$ cat src/rtl/aer_pkg.sv
// Shared AER event-type codes and the injector handshake FSM state encoding.
package aer_pkg;

   localparam logic [1:0] EVT_NEUR    = 2'b00;
   localparam logic [1:0] EVT_BCAST_0 = 2'b01;
   localparam logic [1:0] EVT_BCAST_1 = 2'b10;
   localparam logic [1:0] EVT_INVALID = 2'b11;

   typedef enum logic [1:0] {
      ST_IDLE    = 2'b00,
      ST_REQ     = 2'b01,
      ST_RELEASE = 2'b10
   } aer_state_e;

endpackage

$ cat src/rtl/aer_sync_fifo.sv
// Single-clock FIFO, combinational head read; pop takes effect on the next edge.
// Full is a register that reflects the post-edge count, so accepts never see a combinational path from pop.
module aer_sync_fifo #(
   parameter int WIDTH = 12,
   parameter int DEPTH = 16
) (
   input  logic                   clk,
   input  logic                   rst_n,
   input  logic                   i_push,
   input  logic [WIDTH-1:0]       i_push_dat,
   input  logic                   i_pop,
   output logic [WIDTH-1:0]       o_pop_dat,
   output logic                   o_full,
   output logic                   o_empty,
   output logic [$clog2(DEPTH):0] o_count
);

   localparam int AW = $clog2(DEPTH);
   localparam int CW = AW + 1;

   logic [WIDTH-1:0] r_mem [DEPTH];
   logic [AW-1:0]    r_wr_ptr;
   logic [AW-1:0]    r_rd_ptr;
   logic [CW-1:0]    r_count;
   logic [CW-1:0]    w_count_nxt;
   logic             r_not_full;
   logic             w_push;
   logic             w_pop;

   assign w_push      = i_push && r_not_full;
   assign w_pop       = i_pop && (r_count != '0);
   assign w_count_nxt = r_count + CW'(w_push) - CW'(w_pop);

   // r_not_full stays low during reset so nothing is accepted until the first edge after release.
   always_ff @(posedge clk or negedge rst_n) begin
      if (!rst_n) begin
         r_wr_ptr   <= '0;
         r_rd_ptr   <= '0;
         r_count    <= '0;
         r_not_full <= 1'b0;
      end else begin
         if (w_push) r_wr_ptr <= r_wr_ptr + AW'(1);
         if (w_pop)  r_rd_ptr <= r_rd_ptr + AW'(1);
         r_count    <= w_count_nxt;
         r_not_full <= (w_count_nxt != CW'(DEPTH));
      end
   end

   always_ff @(posedge clk) begin
      if (w_push) r_mem[r_wr_ptr] <= i_push_dat;
   end

   assign o_pop_dat = r_mem[r_rd_ptr];
   assign o_full    = !r_not_full;
   assign o_empty   = (r_count == '0);
   assign o_count   = r_count;

endmodule

$ cat src/rtl/aer_event_injector.sv
// Buffers typed AER events and replays them in order on a 4-phase REQ/ACK link; REQ rises one edge after the head is buffered.
// EVT_READY drops only when the buffer is full; define AER_ACK_SYNC_EN to pass AEROUT_ACK through a 2-flop synchronizer.
module aer_event_injector
   import aer_pkg::*;
#(
   parameter int AER_WIDTH  = 12,
   parameter int FIFO_DEPTH = 16
) (
   input  logic                          clk,
   input  logic                          rst_n,
   input  logic                          EVT_VALID,
   output logic                          EVT_READY,
   input  logic [1:0]                    EVT_TYPE,
   input  logic [AER_WIDTH-3:0]          EVT_IDX,
   output logic                          AEROUT_REQ,
   output logic [AER_WIDTH-1:0]          AEROUT_EVENT,
   output logic [AER_WIDTH-3:0]          AEROUT_IDX,
   input  logic                          AEROUT_ACK,
   output logic [$clog2(FIFO_DEPTH):0]   FIFO_COUNT,
   output logic [15:0]                   SENT_CNT,
   output logic                          BUSY
);

   aer_state_e           r_state;
   aer_state_e           w_state_nxt;
   logic                 r_req;
   logic                 w_req_nxt;
   logic [AER_WIDTH-1:0] r_event;
   logic [15:0]          r_sent_cnt;
   logic                 w_pop;
   logic                 w_sent_inc;
   logic                 w_ack_s;
   logic                 w_full;
   logic                 w_empty;
   logic [AER_WIDTH-1:0] w_head;
   logic [AER_WIDTH-1:0] w_push_dat;

   assign w_push_dat = {EVT_TYPE, EVT_IDX};

   aer_sync_fifo #(
      .WIDTH (AER_WIDTH),
      .DEPTH (FIFO_DEPTH)
   ) u_fifo (
      .clk        (clk),
      .rst_n      (rst_n),
      .i_push     (EVT_VALID),
      .i_push_dat (w_push_dat),
      .i_pop      (w_pop),
      .o_pop_dat  (w_head),
      .o_full     (w_full),
      .o_empty    (w_empty),
      .o_count    (FIFO_COUNT)
   );

`ifdef AER_ACK_SYNC_EN
   logic r_ack_s1;
   logic r_ack_s2;

   always_ff @(posedge clk or negedge rst_n) begin
      if (!rst_n) begin
         r_ack_s1 <= 1'b0;
         r_ack_s2 <= 1'b0;
      end else begin
         r_ack_s1 <= AEROUT_ACK;
         r_ack_s2 <= r_ack_s1;
      end
   end

   assign w_ack_s = r_ack_s2;
`else
   assign w_ack_s = AEROUT_ACK;
`endif

   always_comb begin
      w_state_nxt = r_state;
      w_req_nxt   = r_req;
      w_pop       = 1'b0;
      w_sent_inc  = 1'b0;
      case (r_state)
         ST_IDLE: begin
            if (!w_empty) begin
               w_pop       = 1'b1;
               w_req_nxt   = 1'b1;
               w_state_nxt = ST_REQ;
            end
         end
         ST_REQ: begin
            if (w_ack_s) begin
               w_req_nxt   = 1'b0;
               w_state_nxt = ST_RELEASE;
            end
         end
         ST_RELEASE: begin
            if (!w_ack_s) begin
               w_sent_inc  = 1'b1;
               w_state_nxt = ST_IDLE;
            end
         end
         default: begin
            w_req_nxt   = 1'b0;
            w_state_nxt = ST_IDLE;
         end
      endcase
   end

   // Event data is loaded only on the IDLE pop, so it holds through REQ and RELEASE.
   always_ff @(posedge clk or negedge rst_n) begin
      if (!rst_n) begin
         r_state    <= ST_IDLE;
         r_req      <= 1'b0;
         r_event    <= '0;
         r_sent_cnt <= '0;
      end else begin
         r_state <= w_state_nxt;
         r_req   <= w_req_nxt;
         if (w_pop)      r_event    <= w_head;
         if (w_sent_inc) r_sent_cnt <= r_sent_cnt + 16'd1;
      end
   end

   assign EVT_READY    = !w_full;
   assign AEROUT_REQ   = r_req;
   assign AEROUT_EVENT = r_event;
   assign AEROUT_IDX   = r_event[AER_WIDTH-3:0];
   assign SENT_CNT     = r_sent_cnt;
   assign BUSY         = !w_empty || (r_state != ST_IDLE);

endmodule

$ cat config.mk
export PLATFORM = sky130hd
export DESIGN_NAME = aer_event_injector
export DESIGN_NICKNAME = d
export VERILOG_FILES = /design/src/rtl/aer_pkg.sv /design/src/rtl/aer_sync_fifo.sv /design/src/rtl/aer_event_injector.sv
export SDC_FILE = /design/constraint.sdc
export NUM_CORES = 1
export LEC_CHECK = 0
export CORE_MARGIN = 1
export CORE_UTILIZATION = 40
export DETAILED_ROUTE_END_ITERATION = 10
export PLACE_DENSITY_LB_ADDON = 0.25
export SYNTH_ARGS = -nofsm -noshare
export SYNTH_HDL_FRONTEND = slang
export SYNTH_SLANG_ARGS = --single-unit
$ cat constraint.sdc
create_clock -name clk -period 9.3 [get_ports clk]
set_input_delay 2.325 -clock clk [delete_from_list [all_inputs] [get_ports clk]]
set_output_delay 2.325 -clock clk [all_outputs]
set_load 0.02 [all_outputs]
==> results of run 1 <==
-- power by group through the flow --
stage | Clock [mW] | Sequential (mW) | Combinational [mW]
finish | 1.05 | 1.45 | 1.06
global route | 1.11 | 1.47 | 1.15
CTS | 1.07 | 1.45 | 1.08
detailed placement | 0 | 1.47 | 1.08
global placement | 0 | 1.46 | 1.06
floorplan | 0 | 1.45 | 0.742
-- worst paths after layout --
path                                   start                  to  slack, ns  cells after the start
setup / recovery           u_fifo.o_count[2]                BUSY       4.75                      5
hold / removal                  SENT_CNT[15]        SENT_CNT[15]       0.46                      1
setup reg to reg           u_fifo.o_count[2]   u_fifo.r_not_full       4.89                     14
hold reg to reg                 SENT_CNT[15]        SENT_CNT[15]       0.46                      1
max in group asynchronous              rst_n  u_fifo.r_rd_ptr[0]       6.51                      1
min in group asynchronous              rst_n  u_fifo.r_wr_ptr[2]       2.03                      1
-- critical path, stage by stage (launching register included) --
cell and delay [ns]:
dfrtp_1 0.40, inv_1 0.09, ha_1 0.14, nor4b_2 0.41
nand2_1 0.12, clkdlybuf4s50_1 0.56
-- stage by stage --
stage	hold slack, ns	power (mW)	area [µm²]	instances
after detailed placement	0.456	2.54	10400	863
after global routing	0.479	3.73	11300	909
after global placement	0.457	2.51	10400	863
after CTS	0.468	3.60	11300	909
final	0.464	3.56	11300	909
after floorplan	0.491	2.19	9540	515
-- registers in the layout, indices dropped and copies added (netlist names) --
signal / flops
SENT_CNT: 16
u_fifo.o_count: 5
u_fifo.r_mem: 192
u_fifo.r_wr_ptr: 4
u_fifo.r_rd_ptr: 4
r_state: 2
AEROUT_EVENT: 12
AEROUT_REQ: 1
u_fifo.r_not_full: 1
-- synth_stat cells --
master	n
nand4bb_1	1
a21o_1	1
buf_2	4
mux2_2	10
nor2b_1	1
buf_6	3
xor2_1	10
inv_2	1
buf_4	12
and2_1	2
dfrtp_1	45
o21ai_0	1
inv_1	14
mux2i_1	3
or2_2	1
mux4_2	33
xnor2_1	15
nand3_1	21
nor3_1	8
a21oi_1	2
nor2_1	18
nand4_1	11
nor4_1	4
nand2b_1	4
mux4_1	15
o21a_1	4
o211ai_1	3
nand2_1	26
ha_1	12
nand3b_1	3
a211oi_1	1
buf_1	1
nor4b_2	1
nor3b_2	1
nor4bb_1	1
o22ai_1	1
or3_1	1
a32oi_1	9
o22a_1	1
or4_1	1
clkbuf_1	16
fa_1	1
edfxtp_1	192
-- cell families (layout without fill, tap and decap cells) --
| family | after synthesis | count (layout) | synth area share |
|---|---|---|---|
| flops | 237 | 237 | 0.722 |
| simple gates | 105 | 105 | 0.0565 |
| mux | 61 | 61 | 0.134 |
| buf+inv | 51 | 126 | 0.0277 |
| xor+xnor | 25 | 25 | 0.0230 |
| compound gates | 23 | 23 | 0.0185 |
| fa+ha+maj | 13 | 13 | 0.0178 |
-- cells in the final DEF, fill, tap and decap left out, drive strengths merged, types with 2 or more instances in the layout --
master / instances
clkdlybuf4s50: 60
bufinv: 6
nand3: 21
clkinv: 13
xnor2: 15
a21oi: 2
nand3b: 3
nor4: 4
nor3: 8
clkbuf: 25
edfxtp: 192
nand2b: 4
mux4: 48
o211ai: 3
mux2: 10
o21a: 4
a32oi: 9
ha: 12
nand4: 11
mux2i: 3
nor2: 18
buf: 5
and2: 2
dfrtp: 45
xor2: 10
nand2: 26
inv: 16
-- final cells by class --
class                      count  area [µm²]
sequential                   237        6890
fill                        1968       12100
inverter                      15        56.3
timing repair buffer          65         636
clock buffer                  25         626
multi-input combinational    227        2400
clock inverter                21         253
tap                          319         399
-- routing by layer --
layer | track usage | vias up | part of all wire
met5 | 0 | - | 0.00045
met4 | 0.0504 | 2 | 0.026
met3 | 0.0357 | 30 | 0.072
met2 | 0.266 | 148 | 0.47
met1 | 0.242 | 2515 | 0.44
li1 | - | 2136 | -
==> impl_metrics.toml, run 1 <==
[outcome]
outcome = "finished clean"

[clock_tree]
clkSlewWorstSetupHoldPaths_ns = 0.06
cts_htree_levels = 1
cts_tree = "done"
cts-root-buf = "clkbuf_16"
clock-sinks = 237
holdBufCountCts = 0
clk-insertion-delay-late_ns = 0.52
numCtsBuffers = 25
post_cts_buffers = 0
clock_path_buffers = 3
cts.repair.resized = 0

[detailed_routing]
drc = 0
drt_iter0_drc = 326
num_vias = 4831
first_pass_iters = 4
vias_per_cell = 5.31
wl_um = 19900
drtAntennaViolNets = 0
routedWlPerCell_um = 21.9

[floorplanning]
rows = 56
die_w_um = 156
coreArea_mm2 = 0.0234
start_util = 0.408
dieArea_mm2 = 0.0245
io_pins = 62
die_y_um = 156

[timing]
drv_slew = 0
final.setup.tns_ns = 0
fin_ws_ns = 4.75
finalCriticalPeriod_ns = 4.55
setup_violations = 0
rsz0062_at_grt = "false"
slew_headroom = 0.187
worst_pin_slew_ns = 1.21
max_clock_freq_ghz = 0.220
post-route-period-util = 0.489
hold_violations = 0
finClkSkew_ns = 0.0212

[logic_synthesis]
netlist_area_mm2 = 0.00954
ys_warn_count = 0
synth_top_area_share = 0.604
yosysSeqAreaShare = 0.722
synthesis.nets = 544
synthTopCellsByArea = "edfxtp_1, dfrtp_1, mux4_2"
avgSynthCellArea_um2 = 18.5
yosysUniqueCellTypes = 43
syn_inst = 515
ys_ff_latch = 237
synth_top_cell_by_area = "edfxtp_1"

[global_route]
grt_use_total = 0.171
grt_max_degree = 46
grt_pass1_vias = 4972
grt_pass1_wl_um = 30500
antenna_found_initial = 1
gr-total-overflow = 0

[power]
leakagePower_nw = 3.88
p_comb_frac = 0.298
power.internal_mw = 2.46
seqPwrFrac = 0.406
pwr-share-clk = 0.296
power_density_mw_per_mm2 = 316
peakVddDrop_v = 0.000142
p_sw_mw = 1.11
swShare = 0.311

[place]
buffer_ports.inserted = 61
place_hpwl_um = 12600
gp_congestion = 0.818
pre_cts_slack_ns = 4.43

[setup_path]
crit_required_ns = 6.98
crit_type = "reg -> out"
worst_ep_arrival_time_ns = 2.22
startpoint_type = "flip-flop"
crit_fanout = 5
end_kind = "primary output"

[run]
cap_violations = 0

[finish]
layout.nets = 600
insertedDiodeCount = 0
syn2layout_area_growth_pct = 18.1
drive_gt1_frac = 0.163
post-route-util = 0.481

[min_path]
hold_class = "reg -> reg"
Power figures use the tool's default switching activity.
==> inputs of run 2 (changes only) <==
==> constraint.sdc (replaced) <==
create_clock -name clk -period 4.65 [get_ports clk]
set_input_delay 1.1625 -clock clk [delete_from_list [all_inputs] [get_ports clk]]
set_output_delay 1.1625 -clock clk [all_outputs]
set_load 0.02 [all_outputs]
==> run 2 against run 1 <==
Against the previous run:
- first-iteration DRC count rose by 21%
- non-clock buffer count rose by 21
- combinational power rose by 97%
- flip-flop and latch count did not move
- sequential power rose by 100%
- critical path depth rose by 10
- wire length fell by 3.1%
- clock skew fell by 0.0055 ns
- setup slack got worse by 3.9 ns
- cell count rose by 2.2%
- critical path type is now reg -> reg
- critical endpoint is now u_fifo.r_not_full
- highest routed layer is now met4
==> impl_metrics.toml, run 2 (synthesis results as in run 1) <==
[power]
pwr-share-clk = 0.278
leakagePower_nw = 3.94
seqPwrFrac = 0.423
p_comb_frac = 0.299
power_density_mw_per_mm2 = 616
peakVddDrop_v = 0.000255
p_sw_mw = 2.18
swShare = 0.312
power.internal_mw = 4.81

[finish]
syn2layout_area_growth_pct = 19.0
layout_common_cells = "edfxtp_1, clkdlybuf4s50_1, dfrtp_1"
drive_gt1_frac = 0.185
insertedDiodeCount = 0
post-route-util = 0.485
top_register = "u_fifo.r_mem"
largest_reg_flops = 192
instances_no_fill = 929
layout_commonest_cell = "edfxtp_1"
fillers = 1957
layout.nets = 621

[setup_path]
startpoint_type = "flip-flop"
rr_worst_depth = 15
end_kind = "flip-flop"
cp.depth = 15
cp_slowest_cell = "or4_1"
crit_type = "reg -> reg"
crit_buf_inv = 5
cpPeakStageDelay_ns = 0.51
worst_ep_arrival_time_ns = 4.18
crit_fanout = 25
crit_required_ns = 5.03
critical_path.cell_chain = "inv_1, ha_1, nor4b_2, nand2b_1, buf_4, inv_2, ha_1, inv_1, ha_1, inv_1, fa_1, nand2b_1, a21oi_1, nor3_1, or4_1"
cpLargestDelayFamily = "simple AND/OR/NAND/NOR gates"

[timing]
max_clock_freq_ghz = 0.263
hold_violations = 0
setup_violations = 0
final.setup.tns_ns = 0
fin_ws_ns = 0.851
drv_slew = 0
worst_pin_slew_ns = 1.19
rsz0062_at_grt = "false"
whs_ns = 0.467
slew_headroom = 0.206
finClkSkew_ns = 0.0157
post-route-period-util = 0.817
finalCriticalPeriod_ns = 3.80

[run]
cap_violations = 0

[floorplanning]
start_util = 0.408
io_pins = 62
die_y_um = 156
dieArea_mm2 = 0.0245
die_w_um = 156
rows = 56
coreArea_mm2 = 0.0234

[outcome]
outcome = "finished clean"

[global_route]
grt_max_degree = 46
grt_pass1_vias = 4992
grt_pass1_wl_um = 30000
gr-total-overflow = 0
antenna_found_initial = 0
grt_use_total = 0.165

[detailed_routing]
met3_length_um = 935
wl_met1_um = 8410
routedWlPerCell_um = 20.8
wl_um = 19300
first_pass_iters = 5
drtAntennaViolNets = 0
drc = 0
vias_per_cell = 5.22
top_layer = "met4"
route.met2.wl_um = 9650
num_vias = 4851
drt_iter0_drc = 396

[clock_tree]
numCtsBuffers = 25
clock-sinks = 237
clock_path_buffers = 3
holdBufCountCts = 0
cts.repair.resized = 0
clk-insertion-delay-late_ns = 0.51
post_cts_buffers = 0
cts_tree = "done"
cts-root-buf = "clkbuf_16"
clkSlewWorstSetupHoldPaths_ns = 0.06
cts_htree_levels = 1

[place]
place_hpwl_um = 12200
pre_cts_slack_ns = 0.871
buffer_ports.inserted = 61
gp_congestion = 0.791
post-place-cells = 884

[min_path]
min_path_cells = 1
hold_class = "reg -> reg"
-- run 2: area by class of cell --
type	count	area, µm²	area share
inverter	15	56.3	0.00496
multi-input combinational	227	2400	0.212
clock buffer	35	663	0.0584
sequential	237	6890	0.607
clock inverter	10	139	0.0122
timing repair buffer	86	793	0.0699
tap	319	399	0.0352
-- run 2: worst paths after layout --
check,endpoint,slack [ns],start
setup / recovery,u_fifo.r_not_full,0.85,u_fifo.o_count[3]
hold / removal,SENT_CNT[15],0.47,SENT_CNT[15]
max in group asynchronous,u_fifo.r_rd_ptr[0],3.47,rst_n
min in group asynchronous,u_fifo.r_not_full,0.75,rst_n
setup reg to reg,u_fifo.r_not_full,0.85,u_fifo.o_count[3]
hold reg to reg,SENT_CNT[15],0.47,SENT_CNT[15]
-- run 2: worst reg2reg max path: cells and delay by family (launching register included) --
family | cells | cell delay (ns)
adders and majority gates | 4 | 1.03
DFF | 1 | 0.40
and+or+nand+nor | 5 | 1.28
AOI/OAI and AO/OA | 1 | 0.22
buffers and inverters | 5 | 0.74
-- run 2: stage by stage --
stage                     area (µm²)  power [mW]
after floorplan                 9540        4.38
after global placement         10500        5.08
after detailed placement       10500        5.12
after CTS                      11300        7.08
after global routing           11300        7.35
final                          11300        7.00
-- run 2: layer usage --
layer,vias up,track usage
met5,-,0
met4,0,0.0392
met3,29,0.0263
met2,122,0.282
met1,2533,0.222
li1,2167,-
-- run 2: power by group through the flow --
stage / logic [mW] / registers (mW) / clock network [mW]
2_1_floorplan: 1.48 / 2.89 / 0
3_3_place_gp: 2.10 / 2.98 / 0
3_5_place_dp: 2.12 / 3.00 / 0
4_1_cts: 2.13 / 2.96 / 1.99
5_1_grt: 2.28 / 3.00 / 2.07
6_report: 2.09 / 2.96 / 1.94
==> inputs of run 3 (changes only) <==
==> constraint.sdc (replaced) <==
create_clock -name clk -period 3.45 [get_ports clk]
set_input_delay 0.8625 -clock clk [delete_from_list [all_inputs] [get_ports clk]]
set_output_delay 0.8625 -clock clk [all_outputs]
set_load 0.02 [all_outputs]
==> run 3 against run 2 <==
Against the previous run:
- die area did not move
- wire length increased by 3.4%
- critical path depth fell by 1
- hold slack worse by 0.18 ns
- cell count up 0.75%
- non-clock buffer count increased by 4
- clock-buffer cell count shrank 4
- sequential share of layout area shrank 0.69 points
- register-to-register slack lost 0.52 ns
- final area rose by 1.1%
==> impl_metrics.toml, run 3 (synthesis results as in run 1) <==
[detailed_routing]
first_pass_iters = 5
vias_per_cell = 5.29
wl_um = 20000
routedWlPerCell_um = 21.3
num_vias = 4949
drtAntennaViolNets = 0
drc = 0
drt_iter0_drc = 406

[finish]
fillers = 1954
multi_input_area_mm2 = 0.00240
drive_gt1_frac = 0.199
layout_commonest_cell = "edfxtp_1"
post-route-util = 0.490
layout.nets = 626
layout_common_cells = "edfxtp_1, clkdlybuf4s50_1, dfrtp_1"
insertedDiodeCount = 0
largest_reg_flops = 192
register_area_mm2 = 0.00689
syn2layout_area_growth_pct = 20.3
top_register = "u_fifo.r_mem"

[setup_path]
crit_type = "reg -> reg"
crit_fanout = 3
critical_path.cell_chain = "inv_1, ha_1, nor4b_2, nand2b_1, inv_2, ha_1, inv_1, ha_1, inv_1, fa_1, nand2b_1, a21oi_1, nor3_1, or4_1"
r2r-end = "u_fifo.r_not_full"
cp_slowest_cell = "or4_1"
cpPeakStageDelay_ns = 0.51
worst_ep_arrival_time_ns = 3.51
reg2reg_slack_ns = 0.33
crit_required_ns = 3.84
crit_start = "u_fifo.o_count[3]"
crit_path_end = "u_fifo.r_not_full"
rr_worst_depth = 14
timing.rr.start = "u_fifo.o_count[3]"
end_kind = "flip-flop"
startpoint_type = "flip-flop"

[timing]
rsz0062_at_grt = "false"
worst_pin_slew_ns = 0.892
hold_violations = 0
drv_slew = 0
finClkSkew_ns = 0.0125
max_clock_freq_ghz = 0.321
final.setup.tns_ns = 0
post-route-period-util = 0.904
setup_violations = 0
finalCriticalPeriod_ns = 3.12
slew_headroom = 0.403

[power]
power_density_mw_per_mm2 = 842
p_sw_mw = 3.00
seqPwrFrac = 0.398
power.internal_mw = 6.67
pwr-share-clk = 0.292
swShare = 0.310
p_comb_frac = 0.310
peakVddDrop_v = 0.000405
leakagePower_nw = 4.01

[clock_tree]
clock-sinks = 237
cts_tree = "done"
cts-root-buf = "clkbuf_16"
clk-insertion-delay-late_ns = 0.53
clock_path_buffers = 3
clkSlewWorstSetupHoldPaths_ns = 0.06
numCtsBuffers = 26
holdBufCountCts = 0
post_cts_buffers = 0
cts.repair.resized = 0
cts_htree_levels = 1

[place]
gp_congestion = 0.769
buffer_ports.inserted = 61
place_hpwl_um = 12600

[floorplanning]
io_pins = 62
die_w_um = 156
die_y_um = 156
start_util = 0.408
dieArea_mm2 = 0.0245
coreArea_mm2 = 0.0234
rows = 56

[global_route]
grt_pass1_vias = 5122
gr-total-overflow = 0
grt_pass1_wl_um = 30800
grt_max_degree = 40
antenna_found_initial = 0
grt_use_total = 0.172

[min_path]
hold_class = "in -> async"

[run]
cap_violations = 0

[outcome]
outcome = "finished clean"
==> run 3: per-stage QoR <==
stage                     instance area (µm²)  hold WS [ns]  setup slack (ns)  std cells  power, mW
after detailed placement                10600         0.456             0.216        888       6.95
final                                   11500         0.289             0.331        936       9.67
after CTS                               11500         0.296             0.316        936       9.78
after floorplan                          9540         0.491            0.0824        515       5.90
after global placement                  10600         0.458             0.355        888       6.87
after global routing                    11500         0.305            0.0664        936       10.2
==> run 3: routing by layer <==
metal	vias to the layer above	global-route usage	wire length, µm
met5	-	0	0
met4	0	0.0420	428
met3	35	0.0266	1130
met2	157	0.294	10000
met1	2563	0.231	8410
li1	2194	-	-
==> run 3: power by group through the flow <==
| stage | registers [mW] | logic, mW | clock network, mW |
|---|---|---|---|
| 5_1_grt | 3.90 | 3.27 | 3.00 |
| 6_report | 3.85 | 3.00 | 2.82 |
| 3_5_place_dp | 3.91 | 3.04 | 0 |
| 2_1_floorplan | 3.90 | 2.00 | 0 |
| 3_3_place_gp | 3.88 | 2.99 | 0 |
| 4_1_cts | 3.86 | 3.04 | 2.88 |
==> run 3: worst min-delay path by stage <==
stage                     slack, ns               end         start
final                          0.29  AEROUT_EVENT[10]         rst_n
after global routing           0.30   AEROUT_EVENT[5]         rst_n
after CTS                      0.30   AEROUT_EVENT[5]         rst_n
after detailed placement       0.46      SENT_CNT[15]  SENT_CNT[15]
after global placement         0.46      SENT_CNT[15]  SENT_CNT[15]
after floorplan                0.49        r_state[0]    r_state[1]
==> run 3: final cells by class <==
type,instances,share of cell area
sequential,237,0.601
multi-input combinational,227,0.210
timing repair buffer,90,0.0728
clock buffer,31,0.0601
tap,319,0.0348
clock inverter,17,0.0174
inverter,15,0.00491
==> run 3: critical path, delay by kind of cell, from the launching register on <==
family                     cells  cell delay [ns]
and+or+nand+nor                5             1.18
adders and majority gates      4             0.94
DFF                            1             0.40
buffers and inverters          4             0.25
AOI/OAI and AO/OA              1             0.21
